--- config.mk ---
export PLATFORM = sky130hd
export DESIGN_NAME = lfsr_galois
export DESIGN_NICKNAME = d
export VERILOG_FILES = /design/src/rtl/lockstep_chk_pkg.sv /design/src/rtl/lfsr_galois.sv
export SDC_FILE = /design/constraint.sdc
export NUM_CORES = 1
export LEC_CHECK = 0
export ABC_AREA = 0
export BUFFER_PORTS_ARGS = -buffer_cell sky130_fd_sc_hd__buf_2
export CAP_MARGIN = 20
export CORE_MARGIN = 2
export CORE_UTILIZATION = 51
export DETAILED_ROUTE_END_ITERATION = 10
export GPL_TIMING_DRIVEN = 0
export HOLD_SLACK_MARGIN = 0.05
export PLACE_DENSITY = 0.78
export SYNTH_ARGS = -nofsm -noshare
export SYNTH_HDL_FRONTEND = slang
export SYNTH_SLANG_ARGS = --single-unit
--- constraint.sdc ---
create_clock -name clk -period 1.4 [get_ports clk]
set_clock_uncertainty 0.1 [all_clocks]
set_input_delay 0.14 -clock clk [delete_from_list [all_inputs] [get_ports clk]]
set_output_delay 0.14 -clock clk [all_outputs]
set_load 0.01 [all_outputs]
--- src/rtl/lockstep_chk_pkg.sv ---
// Shared types and helpers for the lockstep golden-vs-netlist vector checker.
package lockstep_chk_pkg;

    typedef enum logic [1:0] {StIdle, StRstHold, StRun, StDone} state_e;

    localparam logic [31:0] DEFAULT_SEED = 32'h0000_0001;
    localparam logic [31:0] DEFAULT_POLY = 32'h8020_0003;

    function automatic logic [31:0] lfsr_next(input logic [31:0] l, input logic [31:0] poly);
        return (l >> 1) ^ (l[0] ? poly : 32'h0);
    endfunction

endpackage

--- src/rtl/lfsr_galois.sv ---
// 32-bit Galois LFSR with synchronous reload-to-seed and single-step advance.
module lfsr_galois
    import lockstep_chk_pkg::*;
#(
    parameter logic [31:0] SEED = DEFAULT_SEED,
    parameter logic [31:0] POLY = DEFAULT_POLY
) (
    input  logic        clk,
    input  logic        rst,
    input  logic        load,
    input  logic        advance,
    output logic [31:0] state
);

    logic [31:0] state_q;

    always_ff @(posedge clk or negedge rst) begin
        if (!rst) begin
            state_q <= SEED;
        end else if (load) begin
            state_q <= SEED;
        end else if (advance) begin
            state_q <= lfsr_next(state_q, POLY);
        end
    end

    assign state = state_q;

endmodule

==> impl_metrics.yaml <==
finish:
  fill_cells: 212
  largest_reg_flops: 32
  antenna_cells: 0
  areaGrowthSynthToFinish_pct: 21.8
  layout-drive-gt1-share: 0.331
  utilization: 0.662
  fin_nets: 154
clocking:
  cts_hold_buf: 3
  numCtsBuffers: 5
  cts_root_buf: "clkbuf_4"
  clock_latency_ns: 0.33
  clkTransAtPathRegs_ns: 0.09
  clock-sinks: 32
  cts_resized: 0
  tritoncts: "done"
  postCtsSetupBuffers: 0
  htreeDepth: 2
  max-clock-path-buffers: 2
floorplan:
  core_um2: 2500
  die_h_um: 55.6
  pin_count: 36
  die_area_um2: 3090
  rows: 18
  initial_core_util: 0.544
  die_w_um: 55.6
synth:
  synth_edf_count: 0
  synth_commonest_cells: "31 x dfrtp_1, 29 x mux2i_1, 29 x nor2_1, 3 x buf_12"
  synth.net_count: 110
  synth_top_area_frac: 0.571
  synth_area_per_cell_um2: 12.8
  synth_cells: 106
  netlist_area_um2: 1360
  synth-main-ff-cell: "dfrtp_1"
  ys_seq_area_frac: 0.590
  synth-async-reset-ratio: 1.00
  netlist-cell-type-count: 14
  synth_top_area_cell: "dfrtp_1"
  yosys_warnings: 0
  synthTopCellsByArea: "dfrtp_1 57%, mux2i_1 21%, nor2_1 8.0%, buf_12 4.4%, dfstp_2 1.9%"
  synth-seq-cells: 32
  yosysMostFrequentCell: "dfrtp_1"
critical_path:
  reg2reg_depth: 2
  cp_data_arrival_time_ns: 1.08
  rrSetupSlack_ns: 0.31
  crit_family: "flip-flops"
  critPathBufInv: 1
  crit_path_top_delay_cell: "dfstp_2"
  r2r-end: "state[1]$_DFFE_PN0P_"
  cp.required_ns: 1.16
  end_kind: "output port"
  path_max_fanout: 6
  cpPeakStageDelay_ns: 0.60
  path_cells: "buf_2"
  start_kind: "flip-flop"
  worstReg2RegStart: "state[0]$_DFFE_PN1P_"
  worst-setup-path-type: "reg2out"
routing:
  wl_um: 2370
  vias: 894
  drt-initial-drc-count: 14
  drcViolationCount: 0
  ant_nets: 0
  viasPerCell: 4.94
  wl_per_cell_um: 13.1
  drtPass1Iterations: 3
min_path:
  min_path_type: "in2async"
sta:
  rsz0062_at_grt: "no"
  final-setup-viol-count: 0
  hold_viol: 0
  min_period_over_period: 0.943
  slew_viol_final: 0
  fin_crit_ns: 1.32
  whs_ns: 0.279
  fmax_mhz: 757
  tightest_slew_ns: 0.691
  fin_setup_tns_ns: 0
  slew_headroom: 0.540
  worst_slack_ns: 0.0796
place:
  io_buffer_count: 34
  hpwlAfterDp_um: 1670
  pre_cts_ws_ns: 0.321
  place_congestion: 0.684
global_routing:
  grt_pass1_vias: 871
  grt_usage: 0.174
  grt_max_degree: 33
  grt_remaining_overflow: 0
  antenna_found_initial: 0
  grt_pass1_wl_um: 4100
power:
  ir_drop_uv: 780
  power_density_nw_per_um2: 998
  p_leak_nw: 0.942
status:
  status: "completed"
job:
  drv_cap: 0
cell usage in the layout, fill, tap and decap left out:
cell / synthesis / final
a211oi_2: 2 / 2
a21oi_1: 1 / 1
and3_1: 1 / 1
buf_12: 3 / 3
buf_2: 1 / 35
buf_6: 1 / 1
clkbuf_1: 2 / 4
clkbuf_4: 0 / 5
clkbuf_8: 0 / 1
dfrtp_1: 31 / 31
dfstp_2: 1 / 1
dlygate4sd3_1: 0 / 3
mux2i_1: 29 / 29
nor2_1: 29 / 29
nor2_2: 2 / 2
o21bai_1: 1 / 1
xnor2_1: 2 / 2
area by class of cell:
cell class	instances	area (um2)	area share
buffer	7	83.8	0.0506
clock buffer	8	58.8	0.0355
multi-input combinational	67	473	0.286
sequential	32	802	0.485
tap	30	37.5	0.0227
timing repair buffer	37	200	0.121
routing by layer:
metal	global-route usage	routed length [um]	vias up
li1	-	-	438
met1	0.223	1080	430
met2	0.262	1110	20
met3	0.0628	122	6
met4	0.0836	52	0
met5	0	0	-
kinds of logic (layout without fill, tap and decap cells):
kind of cell / count (synthesis) / after routing / share of synthesized area
AOI/OAI and AO/OA: 4 / 4 / 0.0276
muxes: 29 / 29 / 0.214
DFF: 32 / 32 / 0.590
buffers and inverters: 7 / 52 / 0.0617
and+or+nand+nor: 32 / 32 / 0.0939
xor gates and xnor gates: 2 / 2 / 0.0129
worst max-delay path by stage:
stage	end	depth (start not counted)	from	slack, ns
CTS	state[0]	1	state[0]$_DFFE_PN1P_	0.05
detailed placement	state[1]$_DFFE_PN0P_	2	state[0]$_DFFE_PN1P_	0.32
finish	state[0]	1	state[0]$_DFFE_PN1P_	0.08
global route	state[0]	1	state[0]$_DFFE_PN1P_	0.02
floorplan	state[1]$_DFFE_PN0P_	2	state[0]$_DFFE_PN1P_	0.35
global placement	state[1]$_DFFE_PN0P_	2	state[0]$_DFFE_PN1P_	0.35
where the power goes:
part	leakage, nW	switching [mW]	internal [mW]
clock network	0.0326	0.300	0.247
logic	0.470	0.0827	0.0690
registers	0.439	0.0137	0.939
metrics by stage:
step,instances,total power [mW],instance area (um2)
3_3_place_gp,170,1.12,1570
6_report,181,1.65,1660
5_1_grt,181,1.73,1660
2_1_floorplan,106,1.07,1360
3_5_place_dp,170,1.12,1570
4_1_cts,181,1.68,1660
No activity file was read; power rests on OpenSTA's default activity.
